File: src/rtl/sine_sweep_pkg.sv
// sine_sweep_pkg: sweep FSM state encoding and default widths.
// Shared by sine_sweep_ctrl and sweep_dwell_timer.
package sine_sweep_pkg;

    localparam int FW_DEF = 8;
    localparam int DW_DEF = 24;

    typedef enum logic [1:0] {
        S_IDLE,
        S_DWELL,
        S_DONE
    } sweep_state_t;

endpackage

File: src/rtl/sweep_dwell_timer.sv
// sweep_dwell_timer: counts 0..limit while enabled, tc on the last count.
// The counter wraps to 0 on tc so each code is held exactly limit+1 cycles.
module sweep_dwell_timer
    import sine_sweep_pkg::*;
#(
    parameter int DW = DW_DEF
) (
    input  logic          i_clk,
    input  logic          i_rst_n,
    input  logic          i_clr,
    input  logic          i_en,
    input  logic [DW-1:0] i_limit,
    output logic          o_tc
);

    logic [DW-1:0] cnt;

    assign o_tc = i_en && (cnt == i_limit);

    // dwell counter: clear has priority, wrap on terminal count
    always_ff @(posedge i_clk or negedge i_rst_n) begin
        if (!i_rst_n) begin
            cnt <= '0;
        end else if (i_clr) begin
            cnt <= '0;
        end else if (o_tc) begin
            cnt <= '0;
        end else if (i_en) begin
            cnt <= cnt + DW'(1);
        end
    end

endmodule

File: src/rtl/sine_sweep_ctrl.sv
// sine_sweep_ctrl: steps a sine frequency code from start to stop.
// Define SINE_SWEEP_CONT_EN to enable the continuous triangle mode.
module sine_sweep_ctrl
    import sine_sweep_pkg::*;
#(
    parameter int            FW    = FW_DEF,
    parameter int            DW    = DW_DEF,
    parameter logic [FW-1:0] F_RST = 8'd50
) (
    input  logic          i_clk,
    input  logic          i_rst_n,
    input  logic          i_start,
    input  logic          i_abort,
    input  logic [FW-1:0] i_f_start,
    input  logic [FW-1:0] i_f_stop,
    input  logic [FW-1:0] i_f_step,
    input  logic [DW-1:0] i_dwell,
    input  logic          i_mode,
    output logic [FW-1:0] o_sine_f,
    output logic          o_f_valid,
    output logic          o_busy,
    output logic          o_done
);

    sweep_state_t  state;
    sweep_state_t  state_d;
    logic [FW-1:0] cur;
    logic [FW-1:0] sh_stop;
    logic [FW-1:0] sh_step;
    logic [DW-1:0] sh_dwell;
    logic          sh_up;
    logic          sh_mode;
    logic          valid_q;
    logic          load;
    logic          adv;
    logic          swap;
    logic          clr;
    logic          en;
    logic          tc;
    logic          up_eff;
    logic [FW-1:0] lim;
    logic [FW-1:0] nxt;

    // One step toward lim, clamped so it never passes lim or wraps.
    function automatic logic [FW-1:0] step_code(
        input logic [FW-1:0] c,
        input logic [FW-1:0] s,
        input logic [FW-1:0] l,
        input logic          up
    );
        logic [FW:0] t;
        if (up) begin
            t = {1'b0, c} + {1'b0, s};
            return (t > {1'b0, l}) ? l : t[FW-1:0];
        end
        t = {1'b0, c} - {1'b0, s};
        return (t[FW] || (t[FW-1:0] < l)) ? l : t[FW-1:0];
    endfunction

    sweep_dwell_timer #(
        .DW(DW)
    ) u_dwell (
        .i_clk  (i_clk),
        .i_rst_n(i_rst_n),
        .i_clr  (clr),
        .i_en   (en),
        .i_limit(sh_dwell),
        .o_tc   (tc)
    );

    assign up_eff    = swap ? ~sh_up : sh_up;
    assign nxt       = step_code(cur, sh_step, lim, up_eff);
    assign o_sine_f  = cur;
    assign o_f_valid = valid_q;
    assign o_busy    = (state == S_DWELL);
    assign o_done    = (state == S_DONE);

`ifdef SINE_SWEEP_CONT_EN
    logic [FW-1:0] sh_start;

    // far end of the sweep, swapped with the stop code at each bounce
    always_ff @(posedge i_clk or negedge i_rst_n) begin
        if (!i_rst_n) begin
            sh_start <= '0;
            sh_mode  <= 1'b0;
        end else if (load) begin
            sh_start <= i_f_start;
            sh_mode  <= i_mode;
        end else if (swap) begin
            sh_start <= sh_stop;
        end
    end

    assign lim = swap ? sh_start : sh_stop;
`else
    logic unused_mode;

    assign unused_mode = i_mode;
    assign sh_mode     = 1'b0;
    assign lim         = sh_stop;
`endif

    // state register
    always_ff @(posedge i_clk or negedge i_rst_n) begin
        if (!i_rst_n) begin
            state <= S_IDLE;
        end else begin
            state <= state_d;
        end
    end

    // next state and datapath strobes; abort beats start and dwell end
    always_comb begin
        state_d = state;
        load    = 1'b0;
        adv     = 1'b0;
        swap    = 1'b0;
        clr     = 1'b1;
        en      = 1'b0;
        unique case (state)
            S_IDLE: begin
                if (i_start && !i_abort) begin
                    load    = 1'b1;
                    state_d = S_DWELL;
                end
            end
            S_DWELL: begin
                clr = 1'b0;
                en  = 1'b1;
                if (i_abort) begin
                    clr     = 1'b1;
                    en      = 1'b0;
                    state_d = S_IDLE;
                end else if (tc) begin
                    if (cur == sh_stop) begin
                        if (sh_mode) begin
                            swap = 1'b1;
                        end else begin
                            state_d = S_DONE;
                        end
                    end else begin
                        adv = 1'b1;
                    end
                end
            end
            S_DONE: begin
                state_d = S_IDLE;
            end
            default: begin
                state_d = S_IDLE;
            end
        endcase
    end

    // shadow config, current code and the new-code strobe
    always_ff @(posedge i_clk or negedge i_rst_n) begin
        if (!i_rst_n) begin
            cur      <= F_RST;
            sh_stop  <= '0;
            sh_step  <= '0;
            sh_dwell <= '0;
            sh_up    <= 1'b0;
            valid_q  <= 1'b0;
        end else begin
            valid_q <= 1'b0;
            if (load) begin
                cur      <= i_f_start;
                sh_stop  <= i_f_stop;
                sh_step  <= (i_f_step == '0) ? FW'(1) : i_f_step;
                sh_dwell <= i_dwell;
                sh_up    <= (i_f_start < i_f_stop);
                valid_q  <= 1'b1;
            end else if (adv || swap) begin
                cur     <= nxt;
                valid_q <= (nxt != cur);
                if (swap) begin
                    sh_stop <= lim;
                    sh_up   <= ~sh_up;
                end
            end
        end
    end

endmodule

File: config.mk
export PLATFORM = sky130hd
export DESIGN_NAME = sine_sweep_ctrl
export DESIGN_NICKNAME = d
export VERILOG_FILES = /design/src/rtl/sine_sweep_pkg.sv /design/src/rtl/sweep_dwell_timer.sv /design/src/rtl/sine_sweep_ctrl.sv
export SDC_FILE = /design/constraint.sdc
export NUM_CORES = 1
export LEC_CHECK = 0
export ABC_AREA = 0
export CAP_MARGIN = 0
export CORE_MARGIN = 10
export CORE_UTILIZATION = 55
export DETAILED_ROUTE_END_ITERATION = 8
export PLACE_DENSITY = 0.8
export SLEW_MARGIN = 0
export SYNTH_ARGS = -nofsm -noshare
export SYNTH_HDL_FRONTEND = slang
export SYNTH_SLANG_ARGS = --single-unit
File: constraint.sdc
create_clock -name i_clk -period 11 [get_ports i_clk]
set_input_delay 1.65 -clock i_clk [delete_from_list [all_inputs] [get_ports i_clk]]
set_output_delay 1.65 -clock i_clk [all_outputs]
set_load 0.005 [all_outputs]
==> metrics <==
syn nets 593; CP endpoint kind register; Synth Register Bits 76; top cells by area, synth dfrtp_1 (37%), ha_1 (9.9%), xor2_1 (6.9%); RSZ-0062 raised after global routing false; CP Launch Type register; Max-slew headroom 36.1%; CP max stage cell dfstp_2; vias in the first global route 4041; post-layout net count 653; Final Skew 0.00852 ns; PortBufs 62; Die Span Y between 100 and 150 um; leakage power 0.00251 uW; die area ~0.013 mm2; pin count of the biggest net entering global routing slightly below 80; first-pass GRT wire length approximately 19000 um; worst skew pair latency 0.37 ns; MaxCap Viol Count 0; Die X 115 um; Starting DRT DRC Count 200; Seq/Total Area, Yosys 38.7%; yosys warns 0; cell taking the most area after synthesis dfrtp_1; grt total ovfl 0; Main synth FF type dfrtp_1; final period utilization between 40% and 50%; Worst Hold Path Cells 1; status complete, no violations; commonest non-fill, non-tap cell in the layout dfrtp_1; placement row count 34; clk root buf clkbuf_8; post-detailed-route count of antenna-violating nets 0; Syn Area/Cell 9.88 um2; Post-Place Cells 656; most used cell, CP ha_1; Initial Util 56.5%; worst slew pin tran ~0.96 ns; number of top-level pins 64; Num CTS Buffers 9; CTS tree done; Mapped Cells about 500; drt pass-1 iters 5; most frequent cells in the layout dfrtp_1 (73), clkdlybuf4s50_1 (61), nor2_1 (39), xor2_1 (39), ha_1 (39); Post-Synthesis Cell Area between 0.004 and 0.005 mm2; post-layout min period around 4.4 ns; postcts setup bufs 0; met2 WL post-DR roughly 6200 um; CTS H-tree lvls 3; Non-Filler Instances about 670; maximum vdd ir drop 0.158 mV; Met3 Wirelength 556 um; hpwl dp 9000 um; drc violations 0; TritonCTS Sinks 76; DRT Wirelength 11800 um; highest clock rate around 230 MHz; gp weighted congestion 0.940; global-route usage over all layers 18.3%; Final TNS setup 0 ns; endpoints failing setup 0; worst-path cell chain ha_1 -> nor3_1 -> o21ai_0 -> and4_1 -> or2_2 -> ha_1 -> nand4_1 -> o32ai_1 -> a2bb2oi_2 -> or2_1 -> a311oi_1 -> xnor2_1 -> nand3_1 -> nor2_1 -> a41oi_2; uppermost layer routed met4; cts hold-fix bufs 0; reg2reg path depth 15; WP data required 11.21 ns; Via Count around 3800; Via-to-Cell Ratio 5.67; max incr delay on CP about 0.63 ns; critical path arrival 4.61 ns; Core ar. 0.00872 mm2; routed len/inst between 15 and 20 um; Cell variety after synth 65; post-cts gate resize count 0; # diodes 0; Hold Crit Class reg2reg; layout cell share with drive strength beyond 1 a little under an eighth; number of buffers on the longest clock path 2; Crit Path Max Fanout 10; antenna violations before repair 0; CP Class reg2reg; Final Max Slew Viols 0; Final Core Density 66.8%; area grow syn2layout 18.3%; EDFF count, synth 0; total power 2090 uW; clock-pin slew on the worst setup and hold paths ~0.09 ns; WL met1 4880 um; Synth top area share between 30% and 40%; pwr/cell area 359 mW/mm2; Final Hold Viols 0; asr flop ratio synth 100%
[logic make-up (layout without fill, tap and decap cells)]
family,Yosys count,after routing,share of synthesized area (%)
AOI/OAI and AO/OA,91,91,12.8
and+or+nand+nor,144,144,14.8
xor gates and xnor gates,71,71,12.6
muxes,29,29,6.58
buffers and inverters,47,112,3.88
DFF,76,76,38.7
adders and majority gates,41,41,10.7
[Yosys cell counts, types with 4 or more instances]
library cell	instances
nand3_1	13
a22oi_1	6
ha_1	39
buf_4	4
xor2_1	39
a21oi_1	17
nor3_1	5
mux2_2	27
dfrtp_1	73
nand4_1	10
clkbuf_1	10
nand2_1	33
nor2b_1	9
inv_1	32
a21o_1	7
nor4_1	7
o21ai_0	24
nand2b_1	7
nor2_1	39
xnor2_1	32
[report_power, final]
part | total [uW] | internal [uW] | switching, uW
sequential | 493 | 380 | 113
combinational | 1370 | 620 | 754
clock | 223 | 107 | 116
total | 2090 | 1110 | 983
[routing by layer]
| metal | up-vias | track usage, % |
|---|---|---|
| li1 | 1859 | - |
| met1 | 1854 | 20.9 |
| met2 | 82 | 32.7 |
| met3 | 18 | 3.83 |
| met4 | 0 | 6.52 |
| met5 | - | 0 |
[worst paths after layout]
path	startpoint	end	slack, ns
max	o_sine_f[4]	o_f_valid	6.60
max reg2reg	o_sine_f[4]	o_f_valid	6.60
max in group asynchronous	i_rst_n	u_dwell.cnt[22]	8.88
min	sh_dwell[13]	sh_dwell[13]	0.53
min reg2reg	sh_dwell[13]	sh_dwell[13]	0.53
min in group asynchronous	i_rst_n	lim[2]	1.52
[sequential cells by signal, indices dropped and copies added (netlist names)]
signal,cells
o_f_valid,1
sh_step,8
sh_up,1
state,2
sh_dwell,24
o_sine_f,8
lim,8
u_dwell.cnt,24
[cell type report]
cell class / instances / area (um2)
repair buffers: 64 / 631
fillers: 678 / 2890
clock buffers: 10 / 128
clock inverters: 6 / 72.6
flip-flops and latches: 76 / 1910
inverters: 32 / 120
well taps: 108 / 135
multi-input cells: 376 / 2840
[metrics by stage]
stage	hold WS (ns)	area [um2]	worst slack [ns]
4_1_cts	0.542	5830	6.60
5_1_grt	0.563	5830	6.37
3_3_place_gp	0.514	5630	6.70
2_1_floorplan	0.493	4930	7.14
6_report	0.535	5830	6.60
3_5_place_dp	0.521	5630	6.63
[worst max-delay path, delay by kind of cell, from the launching register on]
family,cells,cell delay [ns]
DFF,1,0.63
adders and majority gates,2,0.67
xor gates and xnor gates,1,0.17
and+or+nand+nor,7,1.45
AOI/OAI and AO/OA,5,1.34
Note: power is estimated with default switching activity, not from simulation.
